<file path="config.mk">
export PLATFORM = sky130hd
export DESIGN_NAME = pc_sequencer
export DESIGN_NICKNAME = d
export VERILOG_FILES = /design/src/rtl/pc_seq_pkg.sv /design/src/rtl/pc_seq_label_table.sv /design/src/rtl/pc_sequencer.sv
export SDC_FILE = /design/constraint.sdc
export NUM_CORES = 1
export LEC_CHECK = 0
export BUFFER_PORTS_ARGS = -buffer_cell sky130_fd_sc_hd__buf_2
export CORE_UTILIZATION = 45
export CTS_CLUSTER_DIAMETER = 60
export DETAILED_ROUTE_END_ITERATION = 12
export PLACE_DENSITY_LB_ADDON = 0.12
export SLEW_MARGIN = 20
export SYNTH_ARGS = -nofsm -noshare
export SYNTH_HDL_FRONTEND = slang
export SYNTH_SLANG_ARGS = --single-unit
export TNS_END_PERCENT = 30
</file>
<file path="constraint.sdc">
create_clock -name clk -period 2.8 [get_ports clk]
set_input_delay 0 -clock clk [delete_from_list [all_inputs] [get_ports clk]]
set_output_delay 0 -clock clk [all_outputs]
set_load 0.01 [all_outputs]
</file>
<file path="src/rtl/pc_seq_pkg.sv">
// Shared types and constants for the program-counter sequencer.
package pc_seq_pkg;

  typedef enum logic [1:0] {
    IDLE  = 2'd0,
    FETCH = 2'd1,
    EXEC  = 2'd2,
    HALT  = 2'd3
  } seq_state_t;

  typedef enum logic [1:0] {
    BR_SEQ   = 2'd0,
    BR_ABS   = 2'd1,
    BR_LABEL = 2'd2,
    BR_RET   = 2'd3
  } br_kind_t;

  localparam int unsigned RSTACK_DEPTH = 4;
  localparam int unsigned LABEL_INIT_N = 16;

  // Entry 0 is the rightmost element.
  localparam logic [LABEL_INIT_N-1:0][15:0] LABEL_INIT = {
    16'd0, 16'd0, 16'd0, 16'd0, 16'd0, 16'd0, 16'd0,
    16'd16, 16'd37, 16'd8, 16'd124, 16'd118, 16'd101, 16'd76, 16'd19, 16'd9
  };

  function automatic logic [15:0] label_init(input int unsigned idx);
    if (idx < LABEL_INIT_N) return LABEL_INIT[4'(idx)];
    return 16'd0;
  endfunction

endpackage

</file>
<file path="src/rtl/pc_seq_label_table.sv">
// Jump-label register file: reset-initialised, one write port, one async read port.
module pc_label_table
  import pc_seq_pkg::*;
#(
  parameter int unsigned PC_W     = 16,
  parameter int unsigned N_LABELS = 16
) (
  input  logic                        clk,
  input  logic                        rst_n,
  input  logic                        we_i,
  input  logic [$clog2(N_LABELS)-1:0] waddr_i,
  input  logic [PC_W-1:0]             wdata_i,
  input  logic [$clog2(N_LABELS)-1:0] raddr_i,
  output logic [PC_W-1:0]             rdata_o
);

  logic [PC_W-1:0] mem_q [N_LABELS];

  always_ff @(posedge clk or negedge rst_n) begin
    if (!rst_n) begin
      for (int unsigned i = 0; i < N_LABELS; i++) mem_q[i] <= PC_W'(label_init(i));
    end else if (we_i) begin
      mem_q[waddr_i] <= wdata_i;
    end
  end

  // Same-cycle read of a written index sees the old value.
  assign rdata_o = mem_q[raddr_i];

endmodule

</file>
<file path="src/rtl/pc_sequencer.sv">
// Program-counter sequencer: fetch handshake, execute wait, next-PC selection.
// Optional return-address stack enabled by defining PC_SEQ_CALL_STACK_EN.
module pc_sequencer
  import pc_seq_pkg::*;
#(
  parameter int unsigned     PC_W        = 16,
  parameter logic [PC_W-1:0] RESET_PC    = '0,
  parameter int unsigned     N_LABELS    = 16,
  parameter int unsigned     ACK_TIMEOUT = 32
) (
  input  logic                        clk,
  input  logic                        rst_n,
  input  logic                        start,
  input  logic                        halt_req,
  output logic                        imem_req,
  output logic [PC_W-1:0]             imem_addr,
  input  logic                        imem_ack,
  output logic                        instr_valid,
  input  logic                        exec_done,
  input  logic [1:0]                  br_kind,
  input  logic                        br_taken,
  input  logic [PC_W-1:0]             br_target,
  input  logic [$clog2(N_LABELS)-1:0] br_label,
  input  logic                        lbl_we,
  input  logic [$clog2(N_LABELS)-1:0] lbl_waddr,
  input  logic [PC_W-1:0]             lbl_wdata,
  output logic [PC_W-1:0]             pc,
  output logic                        busy,
  output logic                        halted,
  output logic                        fault
);

  localparam int unsigned CNT_W = $clog2(ACK_TIMEOUT);
  localparam logic [1:0] S_IDLE  = IDLE;
  localparam logic [1:0] S_FETCH = FETCH;
  localparam logic [1:0] S_EXEC  = EXEC;
  localparam logic [1:0] S_HALT  = HALT;

  logic [1:0]       state_q, state_d;
  logic [PC_W-1:0]  pc_q, pc_d;
  logic [CNT_W-1:0] cnt_q, cnt_d;
  logic             fault_q, fault_d;
  logic             iv_q, iv_d;
  logic             imem_req_q, busy_q, halted_q;
  logic [PC_W-1:0]  pc_inc, lbl_rdata;
  logic             bad;

  assign pc_inc = pc_q + PC_W'(1);

  pc_label_table #(.PC_W(PC_W), .N_LABELS(N_LABELS)) u_labels (
    .clk     (clk),
    .rst_n   (rst_n),
    .we_i    (lbl_we),
    .waddr_i (lbl_waddr),
    .wdata_i (lbl_wdata),
    .raddr_i (br_label),
    .rdata_o (lbl_rdata)
  );

`ifdef PC_SEQ_CALL_STACK_EN
  localparam int unsigned SP_W   = $clog2(RSTACK_DEPTH + 1);
  localparam int unsigned SIDX_W = $clog2(RSTACK_DEPTH);

  logic [PC_W-1:0]   rstack_q [RSTACK_DEPTH];
  logic [SP_W-1:0]   sp_q, sp_d;
  logic              push;
  logic [SIDX_W-1:0] top_idx;

  assign top_idx = SIDX_W'(sp_q - SP_W'(1));

  // Return stack: the return address is always the sequential successor.
  always_ff @(posedge clk or negedge rst_n) begin
    if (!rst_n) begin
      for (int unsigned i = 0; i < RSTACK_DEPTH; i++) rstack_q[i] <= '0;
      sp_q <= '0;
    end else begin
      sp_q <= sp_d;
      if (push) rstack_q[SIDX_W'(sp_q)] <= pc_inc;
    end
  end
`endif

  always_comb begin
    state_d = state_q;
    pc_d    = pc_q;
    cnt_d   = cnt_q;
    fault_d = fault_q;
    iv_d    = 1'b0;
    bad     = 1'b0;
`ifdef PC_SEQ_CALL_STACK_EN
    sp_d    = sp_q;
    push    = 1'b0;
`endif
    unique case (state_q)
      S_IDLE: begin
        if (start) begin
          state_d = S_FETCH;
          cnt_d   = '0;
        end
      end
      S_FETCH: begin
        if (imem_ack) begin
          state_d = S_EXEC;
          iv_d    = 1'b1;
          cnt_d   = '0;
        end else if (cnt_q == CNT_W'(ACK_TIMEOUT - 1)) begin
          state_d = S_HALT;
          fault_d = 1'b1;
          cnt_d   = '0;
        end else begin
          cnt_d = cnt_q + CNT_W'(1);
        end
      end
      S_EXEC: begin
        if (exec_done) begin
          pc_d    = pc_inc;
          state_d = halt_req ? S_HALT : S_FETCH;
          if (br_taken) begin
            unique case (br_kind)
              BR_ABS: begin
`ifdef PC_SEQ_CALL_STACK_EN
                if (br_target[PC_W-1]) begin
                  if (sp_q == SP_W'(RSTACK_DEPTH)) begin
                    bad = 1'b1;
                  end else begin
                    push = 1'b1;
                    sp_d = sp_q + SP_W'(1);
                    pc_d = {1'b0, br_target[PC_W-2:0]};
                  end
                end else begin
                  pc_d = br_target;
                end
`else
                pc_d = br_target;
`endif
              end
              BR_LABEL: pc_d = lbl_rdata;
              BR_RET: begin
`ifdef PC_SEQ_CALL_STACK_EN
                if (sp_q == '0) begin
                  bad = 1'b1;
                end else begin
                  sp_d = sp_q - SP_W'(1);
                  pc_d = rstack_q[top_idx];
                end
`else
                bad = 1'b1;
`endif
              end
              default: ;
            endcase
          end
          // A faulting branch leaves pc where it was.
          if (bad) begin
            pc_d    = pc_q;
            fault_d = 1'b1;
            state_d = S_HALT;
          end
        end
      end
      S_HALT: begin
        if (start && !fault_q) state_d = S_FETCH;
      end
      default: state_d = S_IDLE;
    endcase
  end

  always_ff @(posedge clk or negedge rst_n) begin
    if (!rst_n) begin
      state_q    <= S_IDLE;
      pc_q       <= RESET_PC;
      cnt_q      <= '0;
      fault_q    <= 1'b0;
      iv_q       <= 1'b0;
      imem_req_q <= 1'b0;
      busy_q     <= 1'b0;
      halted_q   <= 1'b0;
    end else begin
      state_q    <= state_d;
      pc_q       <= pc_d;
      cnt_q      <= cnt_d;
      fault_q    <= fault_d;
      iv_q       <= iv_d;
      imem_req_q <= (state_d == S_FETCH);
      busy_q     <= (state_d == S_FETCH) || (state_d == S_EXEC);
      halted_q   <= (state_d == S_HALT);
    end
  end

  assign imem_req    = imem_req_q;
  assign imem_addr   = pc_q;
  assign instr_valid = iv_q;
  assign pc          = pc_q;
  assign busy        = busy_q;
  assign halted      = halted_q;
  assign fault       = fault_q;

endmodule

</file>
# After elaboration in Yosys (flattened, before gate mapping)
# Cells that the tools add are included.
[word_totals]
ff_bits = 284
input_bits = 50
word_cells = 88
[classes]
add_sub_neg = 2
magnitude_cmp = 3
eq_ne = 15
mux = 31
bitwise = 3
reduce_logical = 10
[ops]
columns = ["operator", "n"]
rows = [
  ["bitwise mux 256 bit", 1],
  ["binary-select mux 16 bit (select 4 bit)", 1],
  ["demux 16 bit (select 4 bit)", 1],
  ["2-to-1 mux 16 bit", 4],
  ["case mux 16 bit (2 select lines)", 1],
  ["adder 16 x 1 -> 16 bit (second input constant)", 1],
  ["2-to-1 mux 5 bit", 3],
  ["2-to-1 mux 2 bit", 7],
  ["equality test 2 bit (second input constant)", 6],
  [">= comparator 5 bit (second input constant)", 2],
  ["2-to-1 mux 1 bit", 10],
  ["inequality test 2 bit (second input constant)", 5],
  ["inverter 4 -> 5 bit", 2],
  ["case mux 5 bit (2 select lines)", 1],
  ["case mux 2 bit (4 select lines)", 1],
  ["equality test 2 x 1 -> 1 bit (second input constant)", 3],
  ["adder 5 x 1 -> 5 bit (second input constant)", 1],
  ["equality test 5 bit (second input constant)", 1],
  ["less-than comparator 5 x 1 -> 1 bit (second input constant)", 1],
  ["AND reduction 5 bit", 1],
  ["nonzero test 2 bit", 2],
  ["AND reduction 3 bit", 1],
  ["logical AND 1 bit", 2],
  ["zero test 2 bit", 1],
  ["other kinds (5)", 5],
]

# Depth between registers and ports, before layout
[logic_depth]
word_depth = 10
depth_mapped = 9
ltp_nobuf = 8

# Cells and area by module
# From an unflattened synthesis, not the netlist that was laid out.
[hier_totals]
cells_unflattened = 909
area_unflattened_um2 = 13466.7
[by_module_without_submodules]
columns = ["mod", "n_inst", "cells_each", "area_each_um2", "seq_area_each_um2"]
rows = [
  ["pc_label_table", 1, 712, 11641.2, 6439.9],
  ["pc_sequencer", 1, 197, 1825.5, 700.7],
]

# Least setup slack after synthesis
# No wires, ideal clock.
[synth_timing]
path_kind = "reg-to-reg"
from = "reg state_q[0]"
to = "reg pc_q[12] (netlist: imem_addr[12])"
arrival_time_ns = 1.525
setup_slack_ns = 1.139
path_stages_with_launch = 6
path_buffers = 1
period_less_slack_ns = 1.661
cell_sequence = "dfrtp_1 -> nand3b_1 -> or3_1 -> buf_6 -> a2111oi_0 -> nor3_1"
[synth_between]
elab_chain_len = 2
[synth_lines]
columns = ["element", "line", "source"]
rows = [
  ["start: declaration", "pc_sequencer.sv:39", "logic [1:0] state_q, state_d;"],
  ["start signal: assignment", "pc_sequencer.sv:179", "state_q <= state_d;"],
  ["equality test 2 bit", "pc_sequencer.sv:94", "unique case (state_q)"],
  ["AND reduction 3 bit (no source line)", "n/a", ""],
  ["end signal: assignment", "pc_sequencer.sv:180", "pc_q <= pc_d;"],
  ["end: declaration", "pc_sequencer.sv:40", "logic [PC_W-1:0] pc_q, pc_d;"],
]
# No other way between the ends.
# A chain may end at the register's enable or synchronous reset.

# Final worst setup path
[layout_timing]
from = "reg cnt_q[0]"
to = "reg halted_q (netlist: halted)"
[layout_between]
elab_chain_len = 5
[layout_lines]
columns = ["element", "line", "source"]
rows = [
  ["start: declaration", "pc_sequencer.sv:41", "logic [CNT_W-1:0] cnt_q, cnt_d;"],
  ["start signal: assignment", "pc_sequencer.sv:181", "cnt_q <= cnt_d;"],
  ["equality test 5 bit", "pc_sequencer.sv:106", "end else if (cnt_q == CNT_W'(ACK_TIMEOUT - 1)) begin"],
  ["2-to-1 mux 2 bit", "pc_sequencer.sv:106", ""],
  ["2-to-1 mux 2 bit", "pc_sequencer.sv:102", "if (imem_ack) begin"],
  ["case mux 2 bit (4 select lines)", "pc_sequencer.sv:94", ""],
  ["named net state_d[1]", "pc_sequencer.sv:39", ""],
  ["equality test 2 bit", "pc_sequencer.sv:186", "halted_q <= (state_d == S_HALT);"],
  ["end signal: assignment", "pc_sequencer.sv:186", ""],
  ["end: declaration", "pc_sequencer.sv:44", "logic imem_req_q, busy_q, halted_q;"],
]
# The timed path passes the listed nets, and every way through them passes these cells.

==> out/results.txt <==
The power per cell area works out to 828.6 nW/um2. CTS H-tree depth: 2. Counting the buffers created by CTS gives 34. The flip-flop and latch count after synthesis is 284, and the final period demand of the worst path is 2237 ps. Entering global routing, the biggest net connects 120 pins. Actual slew at the worst max-slew pin: 894.2 ps. The run gives 1 as the number of antenna violations at the first check in global routing. The largest single stage delay on the critical path is 550 ps.

The gate count of the mapped netlist was 945. The run gives 53 as the post-synthesis cell type count. At the later pin of the worst-skew pair, clock insertion delay measures 500 ps.

Based on the critical path, the design can be clocked at up to 0.4471 GHz. The routed via count is 8383. Once detail routing completed, the nets flagged for antenna violations numbered 0. The critical path goes through ha_1 > and3_1 > ha_1 > o21ai_0 > nand2_1 > nand2_1 > dlygate4sd3_1 > inv_1 > ha_1. Most numerous cell on the critical path: sky130_fd_sc_hd__ha_1. Summing every instance area after synthesis gives 13560 um2.

Worst hold path class: primary input to flip-flop. The most used flip-flop cell after synthesis is sky130_fd_sc_hd__dfrtp_1. In the post-synthesis netlist, the biggest area contributors are sky130_fd_sc_hd__dfrtp_1, sky130_fd_sc_hd__mux2_2, sky130_fd_sc_hd__mux4_2, sky130_fd_sc_hd__dfstp_2, sky130_fd_sc_hd__mux2i_1.

From left edge to right edge, the die measures 175.6 um. The post-detailed-route DRC marker count is 0. The number of nets handed over by synthesis was 1003. The clock passes through at most 3 buffers. The flow ran to the end, and the final reports show no timing, DRC or antenna violations. For this run, the total global-route usage over all layers was measured as 23.06%.

The number of input and output port buffers inserted works out to 86. For the final number of hold-violating endpoints, the log shows 0. Among all cell types in the netlist, the one instantiated most often is sky130_fd_sc_hd__mux2_2. The aggregate routed wire length was 34.38 mm. Die height: 175.6 um. After floorplanning, the core was sized to cover 29640 um2. The logs give 4 for the total iterations of the first detailed-routing run and 284 for the clock net sink count. The congestion estimate from routability-driven global placement came to 0.8484.

STA classifies the critical path startpoint as a flip-flop. The die covers 30840 um2. Using the TritonRoute via totals, the vias-per-cell ratio works out to 5.718.

After the first detailed-routing iteration, the DRC count stood at 470. The highest ir drop seen on vdd was 0.4803 mV. sky130_fd_sc_hd__dfrtp_1 takes more of the synthesized area than any other cell. The signed area change from the synthesized netlist to the final layout was 17.08%; the post-CTS clock slew at the launch and capture registers of the worst setup and hold paths was 60 ps. The tools report the setup clock skew after layout as 10.80 ps. For the number of maximum-capacitance violations, the log shows 0. After global routing the overflow that remains totals 0. The number of inserted diodes is 0, and the post-place setup slack is 289.0 ps. Setup repair after global routing left no endpoint under its margin.

Data on the critical path is required at its endpoint by 3180 ps. 87 I/O pins were placed. Category of the worst setup path capture point: a flip-flop. In the final timing run, aggregate negative setup slack is 0 ps.

The reported leakage power was 0.006907 uW. The worst setup path is of the flip-flop to flip-flop kind. The logs give 53.13 mm for the wire length of the first global-routing pass and 63 for the number of placement rows.

The routed length per placed instance is 23.45 um, and the share of the clock period used by the worst path is 79.88%. The final layout contains 1111 nets. The kind of cell with the highest combined delay along the critical path is adder cells. The worst path buffer plus inverter count is 2. For this configuration, the core starts out at a cell density of 45.76%. Cells with a size suffix above 1 make up 48.51% of the layout. The largest fanout on the critical path works out to 3.

The average cell area after synthesis is 14.35 um2. After layout, the worst setup slack is 563.5 ps. Summed over its instances, the top area cell type makes up 47.42% of the synthesized netlist area. In this run the tightest slew margin relative to its limit is 40.19%. The via count of the first global-routing pass is 8431. The number of instances resized during post-cts repair is 0.

The tree is rooted in a sky130_fd_sc_hd__clkbuf_16. The slowest stage of the critical path belongs to the cell sky130_fd_sc_hd__dlygate4sd3_1. Yosys mapped a number of flops with a built-in enable equal to 0. For this run, asynchronously set or reset flops after synthesis account for 100.0%. The wire-length estimate of the detail-placed layout is 21.65 mm. The tools report the count of pins over their slew limit as 0. TritonCTS built the clock tree. The logs give 2610 ps for the arrival time at the worst endpoint and 52.65% for the post-synthesis sequential area ratio.

In the synthesized netlist, the cells that appear most often are sky130_fd_sc_hd__mux2_2, sky130_fd_sc_hd__dfrtp_1, sky130_fd_sc_hd__mux4_2. The number of warnings reported in the yosys synthesis log is 0. The final count of negative-setup-slack endpoints was 0.
==> final cells by class <==
class	count	area, um2
clock buffers	47	1023
clock inverters	12	160.2
fillers	2520	13760
inverters	7	26.28
multi-input cells	572	5911
flip-flops and latches	284	7141
well taps	390	488.0
repair buffers	154	1131
==> cells in the final DEF (no fill, tap or decap), types with 3 or more instances in the layout <==
master	Yosys	layout
sky130_fd_sc_hd__bufinv_16	0	4
sky130_fd_sc_hd__inv_1	7	7
sky130_fd_sc_hd__nor2b_1	7	6
sky130_fd_sc_hd__a211oi_1	6	6
sky130_fd_sc_hd__nand3b_1	4	4
sky130_fd_sc_hd__ha_1	8	8
sky130_fd_sc_hd__a221oi_2	3	3
sky130_fd_sc_hd__buf_2	17	84
sky130_fd_sc_hd__a22o_1	7	7
sky130_fd_sc_hd__dfstp_2	27	27
sky130_fd_sc_hd__clkbuf_8	1	6
sky130_fd_sc_hd__o21ai_0	16	16
sky130_fd_sc_hd__nor3_1	4	4
sky130_fd_sc_hd__mux2_2	263	263
sky130_fd_sc_hd__buf_4	16	26
sky130_fd_sc_hd__a221oi_1	10	10
sky130_fd_sc_hd__o221a_2	4	4
sky130_fd_sc_hd__nand2b_1	10	10
sky130_fd_sc_hd__mux4_2	40	40
sky130_fd_sc_hd__mux4_1	9	9
sky130_fd_sc_hd__clkbuf_16	0	37
sky130_fd_sc_hd__nand2_1	23	23
sky130_fd_sc_hd__clkbuf_1	32	4
sky130_fd_sc_hd__nor3_4	0	3
sky130_fd_sc_hd__and2_1	3	3
sky130_fd_sc_hd__a21oi_1	31	31
sky130_fd_sc_hd__and3_1	3	3
sky130_fd_sc_hd__dlygate4sd3_1	0	36
sky130_fd_sc_hd__nand3_1	26	26
sky130_fd_sc_hd__buf_12	1	7
sky130_fd_sc_hd__clkinv_2	0	8
sky130_fd_sc_hd__nor2_1	26	20
sky130_fd_sc_hd__mux2i_1	39	39
sky130_fd_sc_hd__nor2_2	0	6
sky130_fd_sc_hd__dfrtp_1	257	257
sky130_fd_sc_hd__o22ai_1	4	4
==> cell families after synthesis <==
kind of cell | after synthesis | synth area share [%]
buffers and inverters | 89 | 4.050
adder cells (fa/ha/maj) | 8 | 0.7380
AO/OA/AOI/OAI | 93 | 4.723
flip-flops | 284 | 52.65
XOR/XNOR | 2 | 0.1292
multiplexers | 352 | 33.28
AND/OR/NAND/NOR | 117 | 4.428
==> where the power goes <==
group / total [uW] / internal [uW] / leakage (uW) / switching (uW)
combinational: 2660 / 1510 / 0.00288 / 1150
sequential: 5880 / 5210 / 0.00344 / 675
clock: 4610 / 2920 / 0.000592 / 1700
total: 13200 / 9630 / 0.00691 / 3530
==> metal layers <==
layer	routed length [um]	part of all wire (%)	global-route usage [%]
met3	1550	4.5	4.113
met2	15690	46	34.91
met1	16330	48	34.08
met5	12	0.035	0
met4	803	2.3	6.232
==> stage by stage <==
step | util [%] | std cells | power (uW) | hold slack (ps) | instance area [um2]
after detailed placement | 48.37 | 1371 | 8554 | -137.2 | 14340
after global placement | 48.37 | 1371 | 8490 | -137.2 | 14340
final | 53.58 | 1466 | 13160 | 10.46 | 15880
after CTS | 53.58 | 1466 | 13260 | 0.6856 | 15880
after floorplan | - | 945 | 7741 | -295.6 | 13560
after global routing | 53.58 | 1466 | 13820 | 24.46 | 15880
==> state kept, by name, summed over array words and instances, names as in the netlist <==
register / flops
halted: 1
state_q: 2
fault: 1
u_labels.mem_q: 256
cnt_q: 5
busy: 1
imem_req: 1
instr_valid: 1
imem_addr: 16
==> worst paths after layout <==
check                                    start                  end  slack (ps)  depth (start not counted)
min in group asynchronous                rst_n  u_labels.mem_q[192]          80                          2
max                                   cnt_q[0]               halted         560                          9
max reg2reg                           cnt_q[0]               halted         560                          9
max in group asynchronous                rst_n  u_labels.mem_q[100]        1420                          3
min reg2reg                u_labels.mem_q[221]  u_labels.mem_q[221]         500                          1
min                               lbl_wdata[7]  u_labels.mem_q[183]          10                          2
==> what timing repair did <==
action | CTS | global route
hold buffers | 36 | 0
hold endpoints to repair | 522 | 0
buffers inserted | 0 | 0
(Power assumes the default switching activity.)
